--- config.mk ---
export PLATFORM = sky130hd
export DESIGN_NAME = ibuf2mac
export DESIGN_NICKNAME = d
export VERILOG_FILES = /design/src/rtl/ibuf2mac_pkg.sv /design/src/rtl/ibuf2mac_skid.sv /design/src/rtl/ibuf2mac.sv
export SDC_FILE = /design/constraint.sdc
export NUM_CORES = 1
export LEC_CHECK = 0
export CORE_MARGIN = 4
export CORE_UTILIZATION = 57
export CTS_CLUSTER_SIZE = 16
export DETAILED_ROUTE_END_ITERATION = 6
export DONT_BUFFER_PORTS = 1
export PLACE_DENSITY = 0.75
export REMOVE_ABC_BUFFERS = 1
export SETUP_SLACK_MARGIN = 0.1
export SLEW_MARGIN = 20
export SYNTH_ARGS = -nofsm -noshare
export SYNTH_HDL_FRONTEND = slang
export SYNTH_HIERARCHICAL = 1
export SYNTH_SLANG_ARGS = --single-unit
--- constraint.sdc ---
create_clock -name clk -period 5.95 [get_ports clk]
set_clock_uncertainty 0.15 [all_clocks]
set_input_delay 0.2975 -clock clk [delete_from_list [all_inputs] [get_ports clk]]
set_output_delay 0.2975 -clock clk [all_outputs]
set_load 0.1 [all_outputs]
--- src/rtl/ibuf2mac_pkg.sv ---
// ibuf2mac_pkg: shared constants for the ibuf -> MAC Tx path.
// The Rx writer packs ibuf words with the same field offsets.
package ibuf2mac_pkg;

   // ibuf word = {tdat[63:0], tkep[7:1], tlst}
   localparam int IBUF_DW  = 72;
   localparam int TDAT_LSB = 8;
   localparam int TKEP_LSB = 1;
   localparam int TLST_BIT = 0;

   // Two RAM pipeline stages (address register, RAM output register) sit in
   // front of the skid, so one word per clock needs three words of credit.
   // All three are reserved in the skid so nothing is lost under backpressure.
   localparam int SKID_DEPTH = 3;
   localparam int OCC_W      = $clog2(SKID_DEPTH + 1);

   // s0: init, s1: idle between frames, s2: inside a frame
   typedef enum logic [1:0] {
      S0 = 2'd0,
      S1 = 2'd1,
      S2 = 2'd2
   } state_t;

endpackage

--- src/rtl/ibuf2mac_skid.sv ---
// ibuf2mac_skid: small circular FIFO; its head is presented directly as the
// AXI-Stream beat. Caller guarantees no push when full and no pop when empty.
module ibuf2mac_skid
   import ibuf2mac_pkg::*;
#(
   parameter int  DW    = IBUF_DW,
   parameter int  DEPTH = 2,
   localparam int IW    = (DEPTH > 1) ? $clog2(DEPTH) : 1,
   localparam int CW    = $clog2(DEPTH + 1)
) (
   input  logic          clk,
   input  logic          rst_n,
   input  logic          push,
   input  logic [DW-1:0] push_data,
   input  logic          pop,
   output logic [DW-1:0] head_data,
   output logic          head_vld,
   output logic [CW-1:0] occ
);

   logic [DW-1:0] mem [DEPTH];
   logic [IW-1:0] wr_idx;
   logic [IW-1:0] rd_idx;
   logic [CW-1:0] count;

   function automatic logic [IW-1:0] bump(input logic [IW-1:0] idx);
      return (idx == IW'(DEPTH - 1)) ? '0 : idx + 1'b1;
   endfunction

   // Index and occupancy bookkeeping; push and pop may coincide.
   always_ff @(posedge clk or negedge rst_n) begin
      if (!rst_n) begin
         wr_idx <= '0;
         rd_idx <= '0;
         count  <= '0;
      end else begin
         if (push) wr_idx <= bump(wr_idx);
         if (pop)  rd_idx <= bump(rd_idx);
         case ({push, pop})
            2'b10:   count <= count + 1'b1;
            2'b01:   count <= count - 1'b1;
            default: count <= count;
         endcase
      end
   end

   // Word storage; contents are meaningless while the slot is unoccupied.
   always_ff @(posedge clk) begin
      if (push) mem[wr_idx] <= push_data;
   end

   assign head_data = mem[rd_idx];
   assign head_vld  = (count != '0);
   assign occ       = count;

endmodule

--- src/rtl/ibuf2mac.sv ---
// ibuf2mac: drains committed ibuf frames to the MAC Tx AXI-Stream port and
// hands space back to the Rx writer through committed_cons.
// Optional feature macro: IBUF2MAC_STATS_EN adds the sent_pkts counter.
// AXIS handshake: a beat transfers on a clock edge where tval && trdy; while
// tval && !trdy the beat (tdat/tkep/tlst) is held unchanged, and tval is never
// withdrawn until the beat is taken.
module ibuf2mac
   import ibuf2mac_pkg::*;
#(
   parameter int AW = 10,
   parameter int DW = IBUF_DW
) (
   input  logic          clk,
   input  logic          rst_n,
   output logic [AW-1:0] rd_addr,
   input  logic [DW-1:0] rd_data,
   input  logic [AW:0]   committed_prod,
   output logic [AW:0]   committed_cons,
   output logic [63:0]   tdat,
   output logic [7:0]    tkep,
   output logic          tval,
   output logic          tlst,
   input  logic          trdy,
`ifdef IBUF2MAC_STATS_EN
   output logic [15:0]   sent_pkts,
`endif
   output logic [1:0]    fsm_state
);

   logic [AW:0]      rd_ptr;
   logic [AW:0]      cons_ptr;
   logic             rd_v1;      // address on rd_addr this cycle
   logic             rd_v2;      // matching word on rd_data this cycle
   logic             pop;
   logic             issue;
   logic [OCC_W-1:0] occ;
   logic [2:0]       used;
   logic [DW-1:0]    head;
   logic             head_vld;
   logic             commit;
   state_t           state;
   state_t           next_state;

   assign pop  = tval && trdy;
   // Words held or on their way, counting this cycle's pop as already gone.
   assign used  = 3'(occ) + 3'(rd_v1) + 3'(rd_v2) - 3'(pop);
   assign issue = (rd_ptr != committed_prod) && (used < 3'(SKID_DEPTH));

   // Read engine: advance through committed words, running ahead across frames.
   always_ff @(posedge clk or negedge rst_n) begin
      if (!rst_n) begin
         rd_ptr  <= '0;
         rd_addr <= '0;
      end else if (issue) begin
         rd_ptr  <= rd_ptr + 1'b1;
         rd_addr <= rd_ptr[AW-1:0];
      end
   end

   // Track each read through the address and RAM output stages.
   always_ff @(posedge clk or negedge rst_n) begin
      if (!rst_n) begin
         rd_v1 <= 1'b0;
         rd_v2 <= 1'b0;
      end else begin
         rd_v1 <= issue;
         rd_v2 <= rd_v1;
      end
   end

   ibuf2mac_skid #(
      .DW    (DW),
      .DEPTH (SKID_DEPTH)
   ) u_skid (
      .clk       (clk),
      .rst_n     (rst_n),
      .push      (rd_v2),
      .push_data (rd_data),
      .pop       (pop),
      .head_data (head),
      .head_vld  (head_vld),
      .occ       (occ)
   );

   assign tval = head_vld;
   assign tdat = head[TDAT_LSB +: 64];
   assign tkep = {head[TKEP_LSB +: 7], 1'b1};
   assign tlst = head[TLST_BIT];

   // Frame-state register.
   always_ff @(posedge clk or negedge rst_n) begin
      if (!rst_n) state <= S0;
      else        state <= next_state;
   end

   // Frame-state transitions; commit marks the accepted tlst beat.
   always_comb begin
      next_state = state;
      commit     = 1'b0;
      case (state)
         S0: next_state = S1;
         S1: begin
            if (pop) begin
               if (tlst) commit     = 1'b1;
               else      next_state = S2;
            end
         end
         S2: begin
            if (pop && tlst) begin
               commit     = 1'b1;
               next_state = S1;
            end
         end
         default: next_state = S0;
      endcase
   end

   assign fsm_state = state;

   // cons_ptr follows every accepted beat; committed_cons only jumps at frame ends.
   always_ff @(posedge clk or negedge rst_n) begin
      if (!rst_n) begin
         cons_ptr       <= '0;
         committed_cons <= '0;
      end else begin
         if (pop)    cons_ptr       <= cons_ptr + 1'b1;
         if (commit) committed_cons <= cons_ptr + 1'b1;
      end
   end

`ifdef IBUF2MAC_STATS_EN
   // Frames fully accepted by the MAC, updated alongside committed_cons.
   always_ff @(posedge clk or negedge rst_n) begin
      if (!rst_n)      sent_pkts <= '0;
      else if (commit) sent_pkts <= sent_pkts + 1'b1;
   end
`endif

endmodule

==> summary.md, run 1 <==
| Metric | Value |
|---|---|
| RSZ-0062 raised after global routing | `no` |
| Post-synthesis compound-gate area fraction | `4.51%` |
| Total of max-cap violations | `0` |
| R2R cell count | `11` |
| Post-Syn Area per Cell | `15.5 um^2` |
| Via count | `5715` |
| DRT iter0 DRCs | `278` |
| Worst slew margin | `22.9%` |
| Sink Count | `269` |
| Die Y-Extent | `145 um` |
| Design area | `12700 um^2` |
| Grt ovf | `0` |
| CTS tree | `yes` |
| Synth Flop Type | `edfxtp_1` |
| YS warnings | `6` |
| Util after Layout | `70.0%` |
| Area Overhead vs Synth | `19.4%` |
| Fillers | `1158` |
| Multiplexer area fraction after synthesis | `8.52%` |
| Critical Path End Type | `flop` |
| Register-to-register setup slack | `1560 ps` |
| Min-delay worst type | `in2async` |
| Total track usage | `19.3%` |
| Starting density of the core | `58.7%` |
| Final hold vios | `0` |
| Critical Path AT | `4630 ps` |
| Maximum clock frequency | `0.228 GHz` |
| Vias per std cell | `5.63` |
| Net count, final | `862` |
| Worst Path Max Fanout | `13` |
| Fin crit share | `73.7%` |
| Post-CTS Hold Fix Bufs | `75` |
| CTS Buf Count | `27` |
| EDFF count, synth | `216` |
| Slew @ Worst Pin | `1160 ps` |
| Setup Viol. Count Final | `0` |
| Die W | `145 um` |
| DR WL/cell | `20.5 um` |
| First-pass GRT wire length | `31700 um` |
| Ant diodes | `0` |
| Vias in the first global route | `6047` |
| Setup crit start kind | `flop` |
| Largest net degree at the start of global routing | `77` |
| Layout cells sized above 1 | `17.9%` |
| H-Tree Depth | `1` |
| Hold Slack | `159 ps` |
| Residual DRC | `0` |
| Clock Tree Root | `clkbuf_16` |
| Drt pass-1 iters | `4` |
| Clock-pin slew on the worst setup and hold paths | `60 ps` |
| Count of state elements after synthesis | `269` |
| Area of the mapped netlist | `10600 um^2` |
| Final RePlAce weighted congestion | `0.782` |
| Port Buf Inserts | `0` |
| Longest Clk Path Bufs | `3` |
| Async set-reset flop share out of synthesis | `19.7%` |
| Synth Area in Adders | `1.20%` |
| Setup Fix Bufs, Post-CTS | `0` |
| Largest family of logic cells by synthesized area | `multiplexers` |
| Seq/Total Area, Yosys | `73.4%` |
| Final Max Tran Viols | `0` |
| I/O pins | `183` |
| Post-synthesis share of cell area spent on xor and xnor gates | `3.62%` |
| Crit path kind | `reg2reg` |
| Seq. cell area | `7820 um^2` |
| Post_cts resized | `0` |
| Routed WL | `20800 um` |
| DRT antenna net count | `0` |
| Post-synthesis instance total | `687` |
| Synth Area in Simple Gates | `5.87%` |
| Crit path time final | `4390 ps` |
| Cell variety after synth | `41` |
| Post-detail-place hpwl | `12300 um` |
| Dpl cell area | `11000 um^2` |
| Worst EP required | `6190 ps` |
| Row Count | `49` |
| Die area | `20900 um^2` |
| Initial antenna violation count | `0` |
| Clock latency on the worst-skew pair | `510 ps` |
| Core region area | `18100 um^2` |
| Run status | `finished clean` |
| Footprint of the multi-input gates | `2830 um^2` |
flip-flops by register name, summed over array words and instances, names as in the netlist:
name            cells
committed_cons     11
u_skid/occ          2
u_skid/wr_idx       2
u_skid/mem        216
u_skid/rd_idx       2
rd_v1               1
cons_ptr           11
rd_ptr             11
fsm_state           2
rd_addr            10
rd_v2               1
Yosys cell counts (7+ instances only):
cell type	n	area share, %
xor2_1	19	1.6
nor2_1	17	0.60
ha_1	7	0.82
o21ai_0	7	0.33
a21oi_1	12	0.56
xnor2_1	25	2.1
nand2_1	85	3.0
nand3_1	11	0.52
edfxtp_1	216	61
o21ai_1	69	3.2
mux2i_1	73	6.9
inv_1	13	0.46
mux2_4	8	1.1
clkbuf_1	12	0.42
dfrtp_1	53	12
layout by cell type (no fill, tap or decap), types with 3 or more instances in the layout:
cell type / count
nand4_1: 4
xnor2_1: 25
mux2i_1: 73
xor2_1: 19
nand3_1: 11
mux2_1: 3
nor2_1: 16
nand2_1: 85
mux2_4: 8
o21ai_0: 4
nor3_1: 5
dlygate4sd3_1: 74
a21oi_1: 12
o21ai_2: 70
dfrtp_1: 51
nor4_1: 4
clkbuf_8: 6
clkinv_2: 4
clkbuf_1: 7
inv_1: 13
edfxtp_1: 216
buf_4: 6
clkbuf_16: 29
ha_1: 7
critical path: stages, from the launching register on:
cell and delay [ps]:
dfrtp_1 420, or2_2 550, nand2_1 330, inv_1 200
ha_1 340, fa_1 160, inv_1 50, fa_1 470
inv_1 40, o21ai_1 520, or2_1 650, mux2_1 390
through the flow:
step | worst slack (ps) | TNS, ps | instances
after CTS | 1550 | 0 | 1015
final | 1560 | 0 | 1016
after global routing | 1310 | 0 | 1016
after global placement | 1700 | 0 | 891
after detailed placement | 1580 | 0 | 891
after floorplan | -484 | -47480 | 656
final timing paths:
check,to,start
hold / removal,cons_ptr[3],rst_n
setup / recovery,rd_addr[3],u_skid/occ[0]
setup reg to reg,rd_addr[3],u_skid/occ[0]
hold reg to reg,rd_v2,rd_v1
min in group clk,rd_ptr[5],committed_prod[6]
max in group asynchronous,u_skid/rd_idx[1],rst_n
routing by layer:
metal  share of wire [%]  track usage, %  up-vias  wire length, um
met4                 1.6            4.47        0              326
met2                  51            33.9      173            10600
met1                  40            24.4     2835             8270
met5                   0               0        -                0
met3                 7.7            5.09       26             1600
li1                    -               -     2681                -
kinds of logic (layout without fill, tap and decap cells):
family,after synthesis,in the layout
mux,86,86
fa+ha+maj,9,9
simple gates,140,140
compound gates,93,93
other cells,1,1
buf+inv,45,145
flops,269,269
xor+xnor,44,44
final cells by class:
cell class | instances | share of cell area (%)
clock buffer | 42 | 6.57
clock inverter | 7 | 0.453
inverter | 14 | 0.413
multi-input combinational | 373 | 22.2
sequential | 269 | 61.5
tap | 229 | 2.25
timing repair buffer | 82 | 6.56
Power of run 1 is not shown: default switching activity piles up to over one toggle a cycle in this logic, so the estimate is an artifact.
==> inputs of run 2 (changes only) <==
- ABC_AREA: default -> 1
- CORE_UTILIZATION: 57 -> 60
- PLACE_DENSITY: 0.75 -> 0.76
- clock period: 5.95 -> 4.5 ns (I/O delays scaled with it)
==> run 2 against run 1 <==
Net effect:
- sequential share of layout area rose by 0.65 points
- non-clock buffer count increased by 2
- sequential cell count stayed put
- global-route usage rose by 1.7 points
- synthesized area increased by 1.2%
- final cell count increased by 20%
- critical path type unchanged
- register-to-register slack worse by 600 ps
- via count is 15% higher
- first-iteration DRC count grew 50%
- critical endpoint is now rd_addr[1]
==> summary.md, run 2 <==
| Metric | Value |
|---|---|
| Row Count | `48 (-2.0%)` |
| Worst Path Max Fanout | `19 (+6)` |
| Run status | `finished clean` |
| Die Y-Extent | `142 um (-1.8%)` |
| Total track usage | `21.1% (+1.7 points)` |
| Seq/Total Area, Yosys | `72.5% (-0.88 points)` |
| Util after Layout | `71.9% (+1.9 points)` |
| Max FFs per register | `216 (unchanged)` |
| Residual DRC | `0 (unchanged)` |
| Synth Flop Type | `edfxtp_1` |
| Fillers | `1119 (-3.4%)` |
| Drt pass-1 iters | `6 (+2)` |
| YS warnings | `6 (unchanged)` |
| Crit path time final | `3540 ps (-849 ps)` |
| First-pass GRT wire length | `33600 um (+5.9%)` |
| Slew @ Worst Pin | `1120 ps (-32.8 ps)` |
| Most frequent cell after synthesis | `nand2_1` |
| Die area | `20200 um^2 (-3.6%)` |
| Ant diodes | `0 (unchanged)` |
| Cell variety after synth | `26 (-37%)` |
| Setup Fix Bufs, Post-CTS | `0 (unchanged)` |
| Post_cts resized | `0 (unchanged)` |
| Count of state elements after synthesis | `269 (unchanged)` |
| Critical Path End Type | `flop` |
| H-Tree Depth | `1 (unchanged)` |
| Net count, final | `1074 (+25%)` |
| Total of max-cap violations | `0 (unchanged)` |
| Fin crit share | `78.6% (+4.9 points)` |
| RSZ-0062 raised after global routing | `no` |
| DRT antenna net count | `0 (unchanged)` |
| Dominant cell type by area after synthesis | `edfxtp_1` |
| DP Worst Slack | `948 ps (-630 ps)` |
| Worst slew margin | `24.9% (+2.0 points)` |
| DR WL/cell | `17.4 um (-15%)` |
| Final RePlAce weighted congestion | `0.822 (+5.0%)` |
| Area Overhead vs Synth | `16.6%` |
| EDFF count, synth | `216 (unchanged)` |
| Sink Count | `269 (unchanged)` |
| Post-synth top area share | `60.2% (-0.73 points)` |
| Post-CTS Hold Fix Bufs | `75 (unchanged)` |
| Via count | `6591 (+15%)` |
| Core region area | `17500 um^2 (-3.7%)` |
| Layout cells sized above 1 | `8.91% (-9.0 points)` |
| Area of the mapped netlist | `10800 um^2 (+1.2%)` |
| Clock-pin slew on the worst setup and hold paths | `60 ps (about the same)` |
| Final WS setup | `963 ps (-601 ps)` |
| Starting density of the core | `61.7% (+3.0 points)` |
| Vias in the first global route | `6529 (+8.0%)` |
| Port Buf Inserts | `0 (unchanged)` |
| Reg with most FFs | `u_skid/mem` |
| Post-Syn Area per Cell | `12.0 um^2 (-22%)` |
| Maximum clock frequency | `0.283 GHz (+24%)` |
| Async set-reset flop share out of synthesis | `19.7% (unchanged)` |
| Final setup TNS | `0 ps (unchanged)` |
| Crit path kind | `reg2reg` |
| Longest Clk Path Bufs | `3 (unchanged)` |
| Initial antenna violation count | `0 (unchanged)` |
| I/O pins | `183 (unchanged)` |
| Clock latency on the worst-skew pair | `510 ps (about the same)` |
| Final hold vios | `0 (unchanged)` |
| CTS tree | `yes` |
| Post-synthesis instance total | `897 (+31%)` |
| Clock Tree Root | `clkbuf_16` |
| CTS Buf Count | `27 (unchanged)` |
| Synth top cells by count | `nand2_1, edfxtp_1, nand3_1` |
| Critical Path AT | `3780 ps (-850 ps)` |
| Min-delay worst type | `in2async` |
| Die W | `142 um (-1.8%)` |
| DRT iter0 DRCs | `418 (+50%)` |
| Setup Viol. Count Final | `0 (unchanged)` |
| Most common cell after layout, fill and taps aside | `nand2_1` |
| Vias per std cell | `5.38 (-4.3%)` |
| Synth area leaders | `edfxtp_1, nand2_1, dfrtp_1` |
| Largest net degree at the start of global routing | `73 (-5.2%)` |
| Post-detail-place hpwl | `12400 um (+1.5%)` |
| Setup crit start kind | `flop` |
| Grt ovf | `0 (unchanged)` |
| Commonest non-fill, non-tap cells in the layout | `nand2_1, edfxtp_1, nand3_1` |
| Routed WL | `21300 um (+2.4%)` |
| Worst EP required | `4750 ps (-1440 ps)` |
| Final Max Tran Viols | `0 (unchanged)` |
[run 2: cell types whose count changed after synthesis, moves of 19 or more]
cell and delta:
o21ai_1 -69, xnor2_1 -19, inv_1 +36, nand3_2 +19, nand2_1 +272, nand3_1 +77, mux2i_1 -73
[run 2: area by class of cell]
class,count,area (um^2),area share [%]
Clock buffer,32,694,5.53
Clock inverter,17,194,1.54
Inverter,55,209,1.66
Multi-Input combinational cell,542,2540,20.2
Sequential cell,269,7810,62.2
Tap cell,225,282,2.24
Timing Repair Buffer,84,836,6.65
[run 2: kinds of logic after synthesis]
group / after synthesis / synth area share, %
and+or+nand+nor: 497 / 20.1
DFF: 269 / 72.5
buffers and inverters: 86 / 4.02
AOI/OAI and AO/OA: 20 / 0.929
xor gates and xnor gates: 15 / 1.22
adders and majority gates: 9 / 1.18
other: 1 / 0.0348
[run 2: critical path: stages (launching register included)]
cell,delay [ps]
dfrtp_1,420
inv_1,90
nand2_1,70
nand2_1,310
inv_2,220
ha_1,340
fa_1,380
inv_1,80
fa_1,400
a21oi_1,130
nand2_1,160
inv_2,290
nand2_4,190
nand2_1,100
nand2_1,70
[run 2: metrics by stage]
stage / cell area (um^2) / instances / hold WS [ps]
finish: 12600 / 1224 / 72.1
global route: 12600 / 1224 / 76.5
CTS: 12600 / 1224 / 64.2
detailed placement: 10900 / 1100 / -220
global placement: 10900 / 1100 / -219
floorplan: 10600 / 866 / -221
[run 2: routing by layer]
layer | track usage (%) | vias to the layer above | share of wire [%]
met1 | 25.6 | 3145 | 38
met4 | 7.32 | 0 | 3.3
met3 | 5.34 | 46 | 8.0
met2 | 36.9 | 227 | 50
met5 | 0 | - | 0
li1 | - | 3173 | -
[run 2: path summary, 6_finish.rpt]
check | cells past startpoint | from | endpoint | slack [ps]
max | 14 | u_skid/occ[1] | rd_addr[1] | 960
min | 2 | rst_n | committed_cons[8] | 70
max reg2reg | 14 | u_skid/occ[1] | rd_addr[1] | 960
min reg2reg | 0 | rd_v1 | rd_v2 | 240
max in group asynchronous | 2 | rst_n | u_skid/rd_idx[1] | 3880
min in group clk | 6 | committed_prod[3] | rd_ptr[5] | 140
Power of run 2 is left out for the same reason.
==> inputs of run 3 (changes only) <==
- clock period: 4.5 -> 3.7 ns (I/O delays scaled with it)
==> run 3 against run 2 <==
Net effect:
- critical path depth unchanged
- worst hold slack worse by 12 ps
- via count up 3.5%
- critical endpoint is now rd_addr[4]
- first-iteration DRC count down 20%
- sequential share of layout area down 1.7 points
- die area unchanged
- critical path type unchanged
- global-route usage up 0.76 points
- count of clock-buffer cells in the layout up 9
- cell area up 2.8%
- highest routed layer unchanged
==> summary.md, run 3 (synthesis gave the netlist of run 2 again) <==
| Metric | Value |
|---|---|
| CTS tree | `yes` |
| CTS Buf Count | `26 (-3.7%)` |
| Crit path time final | `3100 ps (-438 ps)` |
| DRT iter0 DRCs | `335 (-20%)` |
| Worst Path Max Fanout | `17 (-2)` |
| Critical R2R Launch | `u_skid/occ[1]` |
| Critical Path End Type | `flop` |
| Starting density of the core | `61.7% (unchanged)` |
| Critical path's largest stage delay | `420 ps (about the same)` |
| Via count | `6820 (+3.5%)` |
| Maximum clock frequency | `0.323 GHz (+14%)` |
| Row Count | `48 (unchanged)` |
| Seq. cell area | `7810 um^2 (unchanged)` |
| Core region area | `17500 um^2 (unchanged)` |
| Fillers | `1084 (-3.1%)` |
| Residual DRC | `0 (unchanged)` |
| Final RePlAce weighted congestion | `0.797 (-3.1%)` |
| Setup crit start kind | `flop` |
| Delay-heaviest family, CP | `adder cells` |
| Final Max Tran Viols | `0 (unchanged)` |
| Initial antenna violation count | `1 (+1)` |
| Vias in the first global route | `6872 (+5.3%)` |
| Slew @ Worst Pin | `1060 ps (-61.5 ps)` |
| Fin crit share | `83.8% (+5.2 points)` |
| Cell mode on critical path | `nand2_1` |
| R2R cell count | `14 (unchanged)` |
| Placed Cells | `1159 (+5.4%)` |
| Run status | `finished clean` |
| Worst slew margin | `29.2% (+4.3 points)` |
| Commonest non-fill, non-tap cells in the layout | `nand2_1, edfxtp_1, nand3_1` |
| Reg with most FFs | `u_skid/mem` |
| Post_cts resized | `0 (unchanged)` |
| Final WS setup | `601 ps (-362 ps)` |
| Final hold vios | `0 (unchanged)` |
| Die Y-Extent | `142 um (unchanged)` |
| Area Overhead vs Synth | `19.8%` |
| Footprint of the multi-input gates | `2540 um^2 (unchanged)` |
| CP max stage cell | `dfrtp_1` |
| Post-detail-place hpwl | `13100 um (+5.3%)` |
| Util after Layout | `73.9% (+2.0 points)` |
| Critical path launch point | `u_skid/occ[1]` |
| Ordered cell list for the critical path | `inv_1, nand2_1, nand2_1, inv_2, ha_1, fa_1, inv_1, fa_1, a21oi_1, nand2_1, inv_2, nand2_4, nand2_1, nand2_1` |
| Net count, final | `1132 (+5.4%)` |
| Critical path depth | `14 (unchanged)` |
| Bufs and invs on worst path | `4 (unchanged)` |
| Min-delay worst type | `in2async` |
| Clock-pin slew on the worst setup and hold paths | `60 ps (about the same)` |
| Total of max-cap violations | `0 (unchanged)` |
| Crit path kind | `reg2reg` |
| Clock latency on the worst-skew pair | `510 ps (about the same)` |
| DP Worst Slack | `618 ps (-330 ps)` |
| DR WL/cell | `17.2 um (-1.0%)` |
| Sink Count | `269 (unchanged)` |
| Clock Tree Root | `clkbuf_16` |
| Worst EP required | `3940 ps (-810 ps)` |
| Vias per std cell | `5.32 (-1.1%)` |
| Grt ovf | `0 (unchanged)` |
| H-Tree Depth | `1 (unchanged)` |
| Fin cells | `1281 (+4.7%)` |
| Largest net degree at the start of global routing | `73 (unchanged)` |
| Layout cells sized above 1 | `13.2% (+4.3 points)` |
| Max FFs per register | `216 (unchanged)` |
| RSZ-0062 raised after global routing | `no` |
| Register-to-register setup slack | `600 ps (-360 ps)` |
| Longest Clk Path Bufs | `3 (unchanged)` |
| DRT antenna net count | `0 (unchanged)` |
| First-pass GRT wire length | `35100 um (+4.6%)` |
| Total track usage | `21.8% (+0.76 points)` |
| Die W | `142 um (unchanged)` |
| Drt pass-1 iters | `5 (-1)` |
| Routed WL | `22100 um (+3.6%)` |
| I/O pins | `183 (unchanged)` |
| Most common cell after layout, fill and taps aside | `nand2_1` |
| Critical Path AT | `3340 ps (-440 ps)` |
| Setup Viol. Count Final | `0 (unchanged)` |
| Die area | `20200 um^2 (unchanged)` |
| Port Buf Inserts | `0 (unchanged)` |
| Hold Slack | `60.3 ps (-11.8 ps)` |
[run 3: worst register-to-register path: stages (launching register included)]
cell and delay, ps:
dfrtp_1 420, inv_1 100, nand2_1 80, nand2_1 100
inv_2 40, ha_1 270, fa_1 360, inv_1 70
fa_1 400, a21oi_1 130, nand2_1 170, inv_2 300
nand2_4 200, nand2_1 110, nand2_1 70
[run 3: final timing paths]
check / end
hold / removal: committed_cons[7]
min in group clk: rd_ptr[2]
setup / recovery: rd_addr[4]
hold reg to reg: rd_v2
max in group asynchronous: u_skid/rd_idx[1]
setup reg to reg: rd_addr[4]
[run 3: area by class of cell]
class	instances	area share (%)
tap	225	2.18
sequential	269	60.5
multi-input combinational	542	19.6
timing repair buffer	143	10.1
inverter	55	1.62
clock inverter	5	0.213
clock buffer	41	5.72
antenna	1	0.0194
[run 3: timing repair]
action	CTS	global route
hold buffers	75	0
endpoints found under the hold margin	281	0
buffers inserted	0	0
[run 3: through the flow]
| step | cell area (um^2) | TNS (ps) |
|---|---|---|
| floorplan | 10600 | -173150 |
| global placement | 11400 | 0 |
| detailed placement | 11400 | 0 |
| CTS | 12900 | 0 |
| global route | 12900 | 0 |
| finish | 12900 | 0 |
[run 3: routing by layer]
metal,global-route usage (%),wire length (um)
met2,38.5,11200
met4,7.63,652
met3,4.07,1540
met1,27.2,8680
met5,0,0
Power of run 3 is left out for the same reason.
